==> src/rtl/grant_session_ctrl_pkg.sv <==
// Shared types and helpers for the grant session controller.
// Requester count, FSM state encoding and one-hot utilities.
package b03_pkg;

  localparam int NREQ = 4;

  typedef enum logic [1:0] {
    IDLE   = 2'd0,
    ACTIVE = 2'd1,
    DONE   = 2'd2
  } sess_state_t;

  function automatic logic onehot4(input logic [3:0] v);
    return (v != 4'd0) && ((v & (v - 4'd1)) == 4'd0);
  endfunction

  function automatic logic multihot4(input logic [3:0] v);
    return (v & (v - 4'd1)) != 4'd0;
  endfunction

  function automatic logic [1:0] enc4(input logic [3:0] v);
    logic [1:0] idx;
    idx = 2'd0;
    case (v)
      4'b0010: idx = 2'd1;
      4'b0100: idx = 2'd2;
      4'b1000: idx = 2'd3;
      default: idx = 2'd0;
    endcase
    return idx;
  endfunction

endpackage

==> src/rtl/grant_session_ctrl_if.sv <==
// Grant/session bundle between the arbiter side and the session controller.
// The slave modport is the controller's view.
interface grant_session_ctrl_if #(
  parameter int CNT_W = 8
);
  import b03_pkg::*;

  logic [NREQ-1:0]       i_grant_in;
  logic                  i_sess_ready;
  logic                  o_sess_valid;
  logic [1:0]            o_sess_owner;
  logic [2:0]            o_beat_cnt;
  logic                  o_busy;
  logic [NREQ-1:0]       o_release;
  logic                  o_abort;
  logic                  o_err_multi;
  logic [NREQ*CNT_W-1:0] o_svc_cnt;

  modport master (
    output i_grant_in, i_sess_ready,
    input  o_sess_valid, o_sess_owner, o_beat_cnt, o_busy,
    input  o_release, o_abort, o_err_multi, o_svc_cnt
  );

  modport slave (
    input  i_grant_in, i_sess_ready,
    output o_sess_valid, o_sess_owner, o_beat_cnt, o_busy,
    output o_release, o_abort, o_err_multi, o_svc_cnt
  );

endinterface

==> src/rtl/grant_session_ctrl_timer.sv <==
// Stall counter for an active session; expired flags TIMEOUT-1 stalled cycles seen.
// The count parks at its top value so it cannot wrap while still stalled.
module grant_sess_timer #(
  parameter int TIMEOUT = 16
) (
  input  logic clk,
  input  logic reset,
  input  logic clr,
  input  logic inc,
  output logic expired
);
  localparam int CW = $clog2(TIMEOUT);

  logic [CW-1:0] r_cnt;
  logic          w_top;

  assign w_top   = (r_cnt == CW'(TIMEOUT - 1));
  assign expired = w_top;

  always_ff @(posedge clk) begin
    if (reset || clr) begin
      r_cnt <= '0;
    end else if (inc && !w_top) begin
      r_cnt <= r_cnt + CW'(1);
    end
  end

endmodule

==> src/rtl/grant_session_ctrl.sv <==
// Turns each newly observed one-hot arbiter grant into a bounded beat session,
// with release/abort pulses, saturating per-requester service counts and a multi-hot flag.
module grant_session_ctrl
  import b03_pkg::*;
#(
  parameter int BURST_LEN = 4,
  parameter int TIMEOUT   = 16,
  parameter int CNT_W     = 8
) (
  input  logic                 clk,
  input  logic                 reset,
  grant_session_ctrl_if.slave  bus
);

  sess_state_t           r_state, w_state_next;
  logic [NREQ-1:0]       r_grant_q;
  logic                  r_served, w_served_next;
  logic [1:0]            r_owner, w_owner_next;
  logic [2:0]            r_beat_cnt, w_beat_next;
  logic                  r_err_multi;
  logic [NREQ-1:0]       w_release;
  logic                  w_abort;
  logic                  w_chg;
  logic                  w_active;
  logic                  w_expired;
  logic                  w_last;
  logic [NREQ*CNT_W-1:0] w_svc_flat;

  assign w_chg    = (bus.i_grant_in != r_grant_q);
  assign w_active = (r_state == ACTIVE);
  assign w_last   = (r_beat_cnt == 3'(BURST_LEN - 1));

  grant_sess_timer #(.TIMEOUT(TIMEOUT)) u_timer (
    .clk     (clk),
    .reset   (reset),
    .clr     (!w_active || bus.i_sess_ready),
    .inc     (w_active && !bus.i_sess_ready),
    .expired (w_expired)
  );

  always_ff @(posedge clk) begin
    if (reset) begin
      r_state     <= IDLE;
      r_grant_q   <= '0;
      r_served    <= 1'b0;
      r_owner     <= 2'd0;
      r_beat_cnt  <= 3'd0;
      r_err_multi <= 1'b0;
    end else begin
      r_state     <= w_state_next;
      r_grant_q   <= bus.i_grant_in;
      r_served    <= w_served_next;
      r_owner     <= w_owner_next;
      r_beat_cnt  <= w_beat_next;
      r_err_multi <= r_err_multi | multihot4(bus.i_grant_in);
    end
  end

  // A grant edge this cycle already clears served, so it may start a session at once.
  always_comb begin
    w_state_next  = r_state;
    w_owner_next  = r_owner;
    w_beat_next   = r_beat_cnt;
    w_served_next = r_served;
    w_release     = '0;
    w_abort       = 1'b0;
    case (r_state)
      IDLE: begin
        if (onehot4(bus.i_grant_in) && !(r_served && !w_chg)) begin
          w_owner_next = enc4(bus.i_grant_in);
          w_state_next = ACTIVE;
        end
      end
      ACTIVE: begin
        if (w_chg || (w_expired && !bus.i_sess_ready)) begin
          w_abort      = 1'b1;
          w_beat_next  = 3'd0;
          w_state_next = IDLE;
        end else if (bus.i_sess_ready) begin
          if (w_last) begin
            w_beat_next  = 3'd0;
            w_state_next = DONE;
          end else begin
            w_beat_next = r_beat_cnt + 3'd1;
          end
        end
      end
      DONE: begin
        w_release     = 4'b0001 << r_owner;
        w_served_next = 1'b1;
        w_state_next  = IDLE;
      end
      default: w_state_next = IDLE;
    endcase
    if (w_chg) begin
      w_served_next = 1'b0;
    end
  end

  for (genvar gi = 0; gi < NREQ; gi++) begin : g_svc
    logic [CNT_W-1:0] r_cnt;

    always_ff @(posedge clk) begin
      if (reset) begin
        r_cnt <= '0;
      end else if (w_release[gi] && (r_cnt != {CNT_W{1'b1}})) begin
        r_cnt <= r_cnt + CNT_W'(1);
      end
    end

    assign w_svc_flat[gi*CNT_W +: CNT_W] = r_cnt;
  end

  assign bus.o_sess_valid = w_active;
  assign bus.o_sess_owner = r_owner;
  assign bus.o_beat_cnt   = r_beat_cnt;
  assign bus.o_busy       = (r_state != IDLE);
  assign bus.o_release    = reset ? '0 : w_release;
  assign bus.o_abort      = w_abort && !reset;
  assign bus.o_err_multi  = r_err_multi;
  assign bus.o_svc_cnt    = w_svc_flat;

endmodule

==> src/flat_wrapper.sv <==
// flat-port wrapper written by rule: the top's interface ports become plain ports
module grant_session_ctrl_flat import b03_pkg::*;
#(
  parameter int BURST_LEN = 4,
  parameter int TIMEOUT   = 16,
  parameter int CNT_W     = 8
)
  (clk, reset, bus_i_grant_in, bus_i_sess_ready, bus_o_sess_valid, bus_o_sess_owner, bus_o_beat_cnt, bus_o_busy, bus_o_release, bus_o_abort, bus_o_err_multi, bus_o_svc_cnt);
  grant_session_ctrl_if #(.CNT_W(CNT_W)) bus_i ();
  input  logic clk;
  input  logic reset;
  input wire logic [$bits(bus_i.i_grant_in)-1:0] bus_i_grant_in;
  input wire logic [$bits(bus_i.i_sess_ready)-1:0] bus_i_sess_ready;
  output wire logic [$bits(bus_i.o_sess_valid)-1:0] bus_o_sess_valid;
  output wire logic [$bits(bus_i.o_sess_owner)-1:0] bus_o_sess_owner;
  output wire logic [$bits(bus_i.o_beat_cnt)-1:0] bus_o_beat_cnt;
  output wire logic [$bits(bus_i.o_busy)-1:0] bus_o_busy;
  output wire logic [$bits(bus_i.o_release)-1:0] bus_o_release;
  output wire logic [$bits(bus_i.o_abort)-1:0] bus_o_abort;
  output wire logic [$bits(bus_i.o_err_multi)-1:0] bus_o_err_multi;
  output wire logic [$bits(bus_i.o_svc_cnt)-1:0] bus_o_svc_cnt;
  assign bus_i.i_grant_in = bus_i_grant_in;
  assign bus_i.i_sess_ready = bus_i_sess_ready;
  assign bus_o_sess_valid = bus_i.o_sess_valid;
  assign bus_o_sess_owner = bus_i.o_sess_owner;
  assign bus_o_beat_cnt = bus_i.o_beat_cnt;
  assign bus_o_busy = bus_i.o_busy;
  assign bus_o_release = bus_i.o_release;
  assign bus_o_abort = bus_i.o_abort;
  assign bus_o_err_multi = bus_i.o_err_multi;
  assign bus_o_svc_cnt = bus_i.o_svc_cnt;
  grant_session_ctrl #(.BURST_LEN(BURST_LEN), .TIMEOUT(TIMEOUT), .CNT_W(CNT_W)) u_core (.clk(clk), .reset(reset), .bus(bus_i));
endmodule
==> config.mk <==
export PLATFORM = sky130hd
export DESIGN_NAME = grant_session_ctrl_flat
export DESIGN_NICKNAME = d
export VERILOG_FILES = /design/src/rtl/grant_session_ctrl_pkg.sv /design/src/rtl/grant_session_ctrl_if.sv /design/src/rtl/grant_session_ctrl_timer.sv /design/src/rtl/grant_session_ctrl.sv /design/src/flat_wrapper.sv
export SDC_FILE = /design/constraint.sdc
export NUM_CORES = 1
export LEC_CHECK = 0
export BUFFER_PORTS_ARGS = -buffer_cell sky130_fd_sc_hd__buf_4
export CORE_MARGIN = 1.5
export CORE_UTILIZATION = 35
export CTS_CLUSTER_DIAMETER = 200
export DETAILED_ROUTE_END_ITERATION = 6
export GPL_TIMING_DRIVEN = 0
export PLACE_DENSITY_LB_ADDON = 0.25
export SLEW_MARGIN = 10
export SYNTH_ARGS = -nofsm -noshare
export SYNTH_HDL_FRONTEND = slang
export SYNTH_HIERARCHICAL = 1
export SYNTH_SLANG_ARGS = --single-unit
==> constraint.sdc <==
create_clock -name clk -period 4.9 [get_ports clk]
set_input_delay 0.49 -clock clk [delete_from_list [all_inputs] [get_ports clk]]
set_output_delay 0.49 -clock clk [all_outputs]
set_load 0.03 [all_outputs]
==> metrics.yaml <==
layout:
  layout-drive-gt1-share_pct: 21.5
  nets: 333
  syn_to_final_growth_pct: 22.1
  diodes: 0
floorplan:
  core-area_um2: 6460
  start_util_pct: 37.0
  rows: 29
  die_w_um: 85.7
  die_h_um: 85.7
  die_area_um2: 7340
  io_pins: 52
global_routing:
  grt_pass1_vias: 1804
  grt_max_degree: 14
  gr-max-usage-layer: "met2"
  grt_usage_pct: 14.1
  use_met3_pct: 3.75
  use_met2_pct: 21.3
  antenna_found_initial: 0
  use_met1_pct: 19.3
  grt_first_pass_wirelength_um: 8380
  overflow: 0
worst_setup_path:
  start_kind: "primary input"
  crit_buf_inv: 2
  critPathMaxStageDelay_ns: 0.52
  timing.rr.start: "u_core/g_svc[1].r_cnt[0]"
  required_ns: 4.41
  r2r_setup_slack_ns: 3.08
  cp_top_family: "simple AND/OR/NAND/NOR gates"
  crit_path_max_fanout: 8
  cp_data_arrival_time_ns: 1.96
  slowest_stage: "nor4_2"
  rr_endpoint: "u_core/g_svc[1].r_cnt[5]"
  reg2reg_depth: 6
  worstSetupPathType: "primary input to output port"
  cp_cell_sequence: "clkbuf_1 > xor2_1 > nor4_2 > a21boi_2 > nor3_1 > buf_4"
  cp-end-kind: "output port"
pwr:
  p_leak_nw: 1.17
  power-per-cell-area_nw_per_um2: 232
  peakVddDrop_mv: 0.110
timing:
  maxSlewViolCount: 0
  tightest_slew_ns: 0.565
  finalSetupViolCount: 0
  fin_crit_ns: 2.45
  hold_viol: 0
  max-slew-margin-rel_pct: 62.3
  period_share_pct: 50.1
  finClkSkew_ns: 0.00683
  setup_tns_ns: 0
  rsz0062_at_grt: "false"
  fmax_ghz: 0.408
  worst_slack_ns: 2.45
placed_design:
  globalplace.congestion: 0.825
  dp_hpwl_um: 3660
  post-place-ws_ns: 2.49
  io_buffer_count: 47
clock_network:
  cts_max_level: 2
  numClockSinks: 49
  numCtsBuffers: 5
  postCtsSetupRepairBufs: 0
  worstSkewPairLatency_ns: 0.29
  clock_path_buffers: 2
  ctsHoldBuffers: 0
  clk_pin_slew_worst_paths_ns: 0.09
  cts-resized-gates: 0
  cts_tree: "yes"
  root_buffer: "clkbuf_8"
yosys:
  yosys.area.top_type: "dfxtp_1"
  synth_edf_count: 0
  netlist_top_cells_area: "dfxtp_1 41%, nor2_1 6.9%, xor2_1 5.9%"
  ys_types: 51
  synth_warnings: 6
  seq_area_frac_synth_pct: 41.0
  syn_nets: 279
  synth-main-ff-cell: "dfxtp_1"
  syn_inst: 266
  netlist.area_leader.share_pct: 41.0
  async_reset_ff_share_pct: 0
  avgSynthCellArea_um2: 8.99
  synth_seq_cells: 49
  syn_area_um2: 2390
outcome:
  outcome: "finished, final reports clean"
hold_path:
  min_from: "reset"
  whs_endpoint: "u_core/u_timer/r_cnt[3]"
  hold_path_class: "primary input to flip-flop"
  hold_depth: 2
route:
  wl_per_cell_um: 12.3
  vias_per_cell: 4.88
  firstDrtPassIters: 4
  routed_wl_um: 4890
  drc_errors: 0
  ant_nets: 0
  first_iter_violations: 63
  vias: 1944
job:
  maxCapViolations: 0
-- cells in the mapped netlist (3+ instances only) --
cell / n
a21oi_1: 10
and2_1: 3
clkbuf_1: 7
dfxtp_1: 49
ha_1: 6
inv_1: 10
mux2i_1: 4
nand2_1: 17
nand3_1: 8
nand4_1: 6
nor2_1: 44
nor2b_1: 7
nor3_1: 7
o211ai_1: 5
o21ai_0: 7
o21ai_1: 3
or3_1: 3
xnor2_1: 14
xor2_1: 16
-- layer usage --
layer / part of all wire, % / up-vias
met5: 0 / -
met4: 1.2 / 0
met3: 5.5 / 6
met2: 42 / 44
met1: 51 / 870
li1: - / 1024
-- layout make-up --
| class | count | area [µm²] |
|---|---|---|
| clock buffer | 8 | 80.1 |
| buffer | 9 | 52.6 |
| sequential | 49 | 981 |
| fill | 650 | 3540 |
| inverter | 11 | 41.3 |
| timing repair buffer | 47 | 353 |
| tap | 77 | 96.3 |
| multi-input combinational | 197 | 1320 |
-- worst max path at each step --
stage / start / endpoint / cells after the start
global placement: bus_i_grant_in[1] / bus_o_abort / 6
floorplan: bus_i_grant_in[3] / bus_o_abort / 5
detailed placement: bus_i_grant_in[0] / bus_o_abort / 6
global route: bus_i_grant_in[1] / bus_o_abort / 6
finish: bus_i_grant_in[0] / bus_o_abort / 6
CTS: bus_i_grant_in[0] / bus_o_abort / 6
-- cells in the final DEF (no fill, tap or decap), drive strengths merged, types with 7 or more instances in the layout --
cell / count
a21oi: 10
buf: 47
clkbuf: 16
dfxtp: 49
inv: 11
nand2: 17
nand3: 10
nor2: 44
nor2b: 7
nor3: 7
o21ai: 11
xnor2: 14
xor2: 16
-- power by group --
group          switching, mW  total (mW)  internal [mW]
clock                  0.127       0.229          0.102
sequential           0.00258       0.404          0.401
combinational         0.0293      0.0455         0.0162
-- stage by stage --
stage	hold WS, ns	cell area, µm²	power, mW	instances	utilization, %
6_report	0.453	2920	0.678	398	45.2
5_1_grt	0.462	2920	0.710	398	45.2
4_1_cts	0.449	2920	0.690	398	45.2
3_5_place_dp	0.466	2840	0.459	390	44.0
3_3_place_gp	0.459	2840	0.459	390	44.0
2_1_floorplan	0.459	2390	0.445	266	-
-- cell families (layout without fill, tap and decap cells) --
kind of cell	count (synthesis)	after routing	synth area share, %
fa+ha+maj	7	7	3.56
mux	4	4	1.67
xor+xnor	30	30	11.0
buf+inv	20	75	3.92
flops	49	49	41.0
compound gates	37	37	12.3
simple gates	119	119	26.5
-- flip-flops by register name (all words and copies together), names as in the netlist --
register                 cells
u_core/r_grant_q             4
u_core/r_state               2
u_core/bus.o_sess_owner      2
u_core/bus.o_beat_cnt        3
u_core/g_svc.r_cnt          32
u_core/bus.o_err_multi       1
u_core/r_served              1
u_core/u_timer/r_cnt         4
Note: power is estimated with default switching activity, not from simulation.
